File: src/rtl/food_ctrl.sv
// food_ctrl: food placement, eat detection and BCD scoring for the snake game.
//
// Purpose:
//   Asks the random box generator for a candidate position (drive), waits
//   RAND_LAT cycles for it to settle, checks it against the snake body with
//   an occupancy handshake, and publishes the first free position as food.
//   When the head lands on the food it pulses eat, bumps the BCD score and
//   starts the next placement. After MAX_RETRY occupied candidates in a row
//   it gives up and raises the sticky no_space flag.
//
// Ports:
//   clk, rst_n          clock, asynchronous active-low reset
//   game_start          pulse: clear score/flags, (re)start placement
//   move_tick           pulse: head_x/head_y carry a new head position
//   head_x, head_y      snake head position
//   box_x, box_y        candidate position from the generator
//   drive               pulse to the generator for a new candidate
//   occ_req/occ_x/occ_y occupancy query, held until occ_ack
//   occ_ack, occ_hit    query result (occ_hit valid with occ_ack)
//   food_x/food_y       accepted food position
//   food_valid          food is displayed and edible
//   eat                 pulse: head ate the food
//   score               3-digit BCD score, saturates at 999
//   no_space            sticky: placement failed MAX_RETRY times
module food_ctrl #(
  parameter int unsigned RAND_LAT   = 4,
  parameter int unsigned MAX_RETRY  = 8,
  parameter int unsigned SCORE_STEP = 1
) (
  input  logic        clk,
  input  logic        rst_n,
  input  logic        game_start,
  input  logic        move_tick,
  input  logic [9:0]  head_x,
  input  logic [9:0]  head_y,
  input  logic [9:0]  box_x,
  input  logic [9:0]  box_y,
  output logic        drive,
  output logic        occ_req,
  output logic [9:0]  occ_x,
  output logic [9:0]  occ_y,
  input  logic        occ_ack,
  input  logic        occ_hit,
  output logic [9:0]  food_x,
  output logic [9:0]  food_y,
  output logic        food_valid,
  output logic        eat,
  output logic [11:0] score,
  output logic        no_space
);

  localparam int RW = $clog2(MAX_RETRY + 1);

  typedef enum logic [2:0] {IDLE, REQ, WAIT, QUERY, ARMED} state_t;

  state_t        state_reg, state_next;
  logic [3:0]    wait_reg, wait_next;
  logic [RW-1:0] retry_reg, retry_next;
  logic [9:0]    occ_x_reg, occ_x_next, occ_y_reg, occ_y_next;
  logic [9:0]    food_x_reg, food_x_next, food_y_reg, food_y_next;
  logic          food_valid_reg, food_valid_next;
  logic          eat_reg, eat_next;
  logic [11:0]   score_reg, score_next;
  logic          no_space_reg, no_space_next;
  logic [RW-1:0] retry_inc;

  // BCD add of SCORE_STEP with per-digit carry; any overflow out of the
  // hundreds digit pins the score at 999.
  function automatic logic [11:0] bcd_step(input logic [11:0] s);
    logic [4:0] u;
    logic [3:0] t, h;
    logic       sat;
    u   = {1'b0, s[3:0]} + 5'(SCORE_STEP);
    t   = s[7:4];
    h   = s[11:8];
    sat = 1'b0;
    if (u > 5'd9) begin
      u = u - 5'd10;
      if (t == 4'd9) begin
        t = 4'd0;
        if (h == 4'd9) sat = 1'b1;
        else           h = h + 4'd1;
      end else begin
        t = t + 4'd1;
      end
    end
    return sat ? 12'h999 : {h, t, u[3:0]};
  endfunction

  assign retry_inc = retry_reg + 1'b1;

  always_ff @(posedge clk or negedge rst_n) begin
    if (!rst_n) begin
      state_reg      <= IDLE;
      wait_reg       <= '0;
      retry_reg      <= '0;
      occ_x_reg      <= '0;
      occ_y_reg      <= '0;
      food_x_reg     <= '0;
      food_y_reg     <= '0;
      food_valid_reg <= 1'b0;
      eat_reg        <= 1'b0;
      score_reg      <= 12'h000;
      no_space_reg   <= 1'b0;
    end else begin
      state_reg      <= state_next;
      wait_reg       <= wait_next;
      retry_reg      <= retry_next;
      occ_x_reg      <= occ_x_next;
      occ_y_reg      <= occ_y_next;
      food_x_reg     <= food_x_next;
      food_y_reg     <= food_y_next;
      food_valid_reg <= food_valid_next;
      eat_reg        <= eat_next;
      score_reg      <= score_next;
      no_space_reg   <= no_space_next;
    end
  end

  always_comb begin
    state_next      = state_reg;
    wait_next       = wait_reg;
    retry_next      = retry_reg;
    occ_x_next      = occ_x_reg;
    occ_y_next      = occ_y_reg;
    food_x_next     = food_x_reg;
    food_y_next     = food_y_reg;
    food_valid_next = food_valid_reg;
    eat_next        = 1'b0;
    score_next      = score_reg;
    no_space_next   = no_space_reg;

    if (game_start) begin
      // Restart from anywhere. A start landing on the REQ cycle reuses the
      // drive pulse already on the wire, so drive never goes back-to-back.
      score_next      = 12'h000;
      no_space_next   = 1'b0;
      retry_next      = '0;
      food_valid_next = 1'b0;
      wait_next       = 4'(RAND_LAT);
      state_next      = (state_reg == REQ) ? WAIT : REQ;
    end else begin
      case (state_reg)
        IDLE: ;
        REQ: begin
          wait_next  = 4'(RAND_LAT);
          state_next = WAIT;
        end
        WAIT: begin
          if (wait_reg == 4'd1) begin
            occ_x_next = box_x;
            occ_y_next = box_y;
            state_next = QUERY;
          end else begin
            wait_next = wait_reg - 4'd1;
          end
        end
        QUERY: begin
          if (occ_ack) begin
            if (!occ_hit) begin
              food_x_next     = occ_x_reg;
              food_y_next     = occ_y_reg;
              food_valid_next = 1'b1;
              retry_next      = '0;
              state_next      = ARMED;
            end else if (retry_inc == RW'(MAX_RETRY)) begin
              retry_next      = retry_inc;
              no_space_next   = 1'b1;
              food_valid_next = 1'b0;
              state_next      = IDLE;
            end else begin
              retry_next = retry_inc;
              state_next = REQ;
            end
          end
        end
        ARMED: begin
          if (move_tick && head_x == food_x_reg && head_y == food_y_reg) begin
            eat_next        = 1'b1;
            food_valid_next = 1'b0;
            score_next      = bcd_step(score_reg);
            state_next      = REQ;
          end
        end
        default: state_next = IDLE;
      endcase
    end
  end

  assign drive      = (state_reg == REQ);
  assign occ_req    = (state_reg == QUERY);
  assign occ_x      = occ_x_reg;
  assign occ_y      = occ_y_reg;
  assign food_x     = food_x_reg;
  assign food_y     = food_y_reg;
  assign food_valid = food_valid_reg;
  assign eat        = eat_reg;
  assign score      = score_reg;
  assign no_space   = no_space_reg;

endmodule

File: config.mk
export PLATFORM = sky130hd
export DESIGN_NAME = food_ctrl
export DESIGN_NICKNAME = d
export VERILOG_FILES = /design/src/rtl/food_ctrl.sv
export SDC_FILE = /design/constraint.sdc
export NUM_CORES = 1
export LEC_CHECK = 0
export ABC_AREA = 0
export CORE_MARGIN = 4
export CORE_UTILIZATION = 51
export CTS_BUF_LIST = sky130_fd_sc_hd__clkbuf_16
export CTS_CLUSTER_DIAMETER = 200
export DETAILED_ROUTE_END_ITERATION = 8
export HOLD_SLACK_MARGIN = 0.05
export PLACE_DENSITY = 0.86
export SETUP_SLACK_MARGIN = 0.05
export SYNTH_ARGS = -nofsm -noshare
export SYNTH_HDL_FRONTEND = slang
export SYNTH_SLANG_ARGS = --single-unit
File: constraint.sdc
create_clock -name clk -period 7.4 [get_ports clk]
set_input_delay 0.74 -clock clk [delete_from_list [all_inputs] [get_ports clk]]
set_output_delay 0.74 -clock clk [all_outputs]
set_load 0.02 [all_outputs]
==> flow_summary.json <==
{
  "outcome": "completed",
  "synth_flop_cell": "dfrtp_1",
  "cts_setup_buffers": 0,
  "synth.distinct_cells": 49,
  "cts_buffers": 9,
  "drtIter0Drc": 224,
  "core_sq_um": 6460,
  "io_pins": 103,
  "hold_viol": 0,
  "drive_gt1_share_pct": 16.1,
  "final_util_pct": 74.6,
  "r2r_start": "score[0]$_DFFE_PN0P_",
  "ctsRootBufferMaster": "clkbuf_16",
  "io_buffers": 102,
  "wl_met2_um": 4290,
  "timing.rr.end": "score[5]$_DFFE_PN0P_",
  "final.setup.tns_ps": 0,
  "slew_headroom_pct": 39.4,
  "critPathLaunch": "head_y[8]",
  "synthAdderAreaFrac_pct": 3.64,
  "grt_pass1_vias": 3024,
  "synthCells": 316,
  "grt_max_degree": 67,
  "fin_nets": 473,
  "leakagePower_nw": 2.10,
  "routed.top_layer": "met4",
  "wl_per_cell_um": 17.9,
  "cp.required_ps": 7650,
  "synthMuxAreaShare_pct": 13.4,
  "antenna_found_initial": 0,
  "final-setup-viol-count": 0,
  "placementRows": 29,
  "cp_max_fo": 16,
  "grt_pass1_wl_um": 14600,
  "cts_max_path_buffers": 2,
  "synth_top_family_by_area": "simple AND/OR/NAND/NOR gates",
  "cts_hold_buffers": 0,
  "insertion_delay_ps": 330,
  "ys_warn_count": 0,
  "r2r_slack_ps": 4650,
  "cts_resized": 0,
  "synth_simple_gate_area_share_pct": 14.7,
  "wirelength_um": 8920,
  "crit_type": "in2reg",
  "drt-met1-wl_um": 3600,
  "post-place-ws_ps": 4400,
  "drc": 0,
  "async_flop_share_pct": 100,
  "start_util_pct": 53.2,
  "syn_to_final_growth_pct": 40.1,
  "power_density_nw_per_um2": 286,
  "routed_via_density": 5.73,
  "cp.arrival_ps": 3060,
  "hpwl_um": 5980,
  "dieHeight_um": 90.1,
  "synth_edf_count": 0,
  "critPathCaptureType": "flip-flop",
  "fin_crit_sh_pct": 38.0,
  "h-tree-depth": 3,
  "gp_congestion": 0.890,
  "worstSetupEndpoint": "score[5]$_DFFE_PN0P_",
  "final_common_cell": "clkdlybuf4s50_1",
  "wl_met3_um": 885,
  "grt_setup_unrepaired": "no",
  "cts_tree": "done",
  "fmax_mhz": 356,
  "fp.dieArea_sq_um": 8120,
  "period_needed_ps": 2810,
  "ant_nets": 0,
  "final_cell_mix": "101 x clkdlybuf4s50_1, 66 x dfrtp_1, 41 x mux2_2, 19 x nand2_1, 17 x a21oi_1",
  "grt-ovfl-total": 0,
  "synth_compound_gate_area_share_pct": 10.7,
  "finClkSkew_ps": 6.31,
  "n_antenna_cell": 0,
  "largest_register_ff_count": 12,
  "drtPass1Iterations": 4,
  "tightest_slew_ps": 906,
  "holdPathStages": 1,
  "slew_viol_final": 0,
  "ys_ff_latch": 66,
  "netlist_area_sq_um": 3440,
  "hold_class": "reg2reg",
  "crit_path_start_kind": "input port",
  "cts_sinks": 66,
  "reg2reg_depth": 10,
  "maxCapViolCount": 0,
  "fp.dieW_um": 90.1,
  "synth_xor_area_share_pct": 6.12,
  "syn-num-nets": 372,
  "synth_area_per_cell_sq_um": 10.9,
  "ir_drop_v": 0.000188,
  "clk_pin_slew_ps": 60,
  "via_count": 2860,
  "grt_util_all_layers_pct": 22.6,
  "worst_slack_ps": 4590,
  "synth-seq-area-share_pct": 48.1
}
## worst min path at each step
| stage | to | start |
|---|---|---|
| 6_report | state_reg[1]$_DFFE_PN0P_ | state_reg[2]$_DFFE_PN0P_ |
| 5_1_grt | state_reg[1]$_DFFE_PN0P_ | state_reg[2]$_DFFE_PN0P_ |
| 4_1_cts | state_reg[1]$_DFFE_PN0P_ | state_reg[2]$_DFFE_PN0P_ |
| 3_5_place_dp | state_reg[1]$_DFFE_PN0P_ | state_reg[2]$_DFFE_PN0P_ |
| 3_3_place_gp | state_reg[1]$_DFFE_PN0P_ | state_reg[2]$_DFFE_PN0P_ |
| 2_1_floorplan | eat$_DFF_PN0_ | rst_n |
## cell type report
class	count	area (sq um)
multi-input combinational	221	1680
sequential	66	1650
fill	406	1640
timing repair buffer	105	1040
clock buffer	9	225
tap	77	96.3
clock inverter	7	76.3
inverter	14	52.6
## routing by layer
metal | GRT usage [%] | up-vias
met5 | 0 | -
met4 | 7.78 | 0
met2 | 37.4 | 131
li1 | - | 1334
met3 | 8.93 | 14
met1 | 26.7 | 1381
## where the power goes
group / switching, mW / leakage [nW] / internal, mW / total (mW)
logic: 0.201 / 1.05 / 0.224 / 0.426
clock network: 0.169 / 0.144 / 0.264 / 0.433
registers: 0.0807 / 0.907 / 0.437 / 0.518
## worst max-delay path: stages
cell and delay (ps):
clkdlybuf4s50_1 470, xnor2_1 130, nand4_1 150, nor4_2 500, nand4_4 320, or4_1 580
a21oi_1 160
## synth_stat cells, types with 4 or more instances
library cell	count	area, sq um
a211oi_1	4	30.0
a21oi_1	17	85.1
a31oi_1	5	31.3
buf_2	5	25.0
clkbuf_1	8	30.0
dfrtp_1	66	1650
ha_1	10	125
inv_1	14	52.6
mux2_2	41	462
nand2_1	19	71.3
nand2b_1	8	50.1
nand3_1	9	45.0
nand4_1	4	25.0
nor2_1	15	56.3
nor2b_1	4	25.0
nor3_1	9	45.0
o21ai_0	10	50.1
xnor2_1	16	140
xor2_1	8	70.1
## cells by family (layout without fill, tap and decap cells)
family,count (synthesis),count (layout)
fa+ha+maj,10,10
mux,41,41
compound gates,56,56
buf+inv,29,135
simple gates,90,90
flops,66,66
xor+xnor,24,24
## metrics by stage
step	hold slack, ps	instance area, sq um	total power [mW]	instances
floorplan	443	3440	0.724	316
global placement	454	4510	0.924	483
detailed placement	469	4510	0.939	483
CTS	480	4820	1.38	499
global route	510	4820	1.44	499
finish	484	4820	1.38	499
No activity file was read; power rests on OpenSTA's default activity.
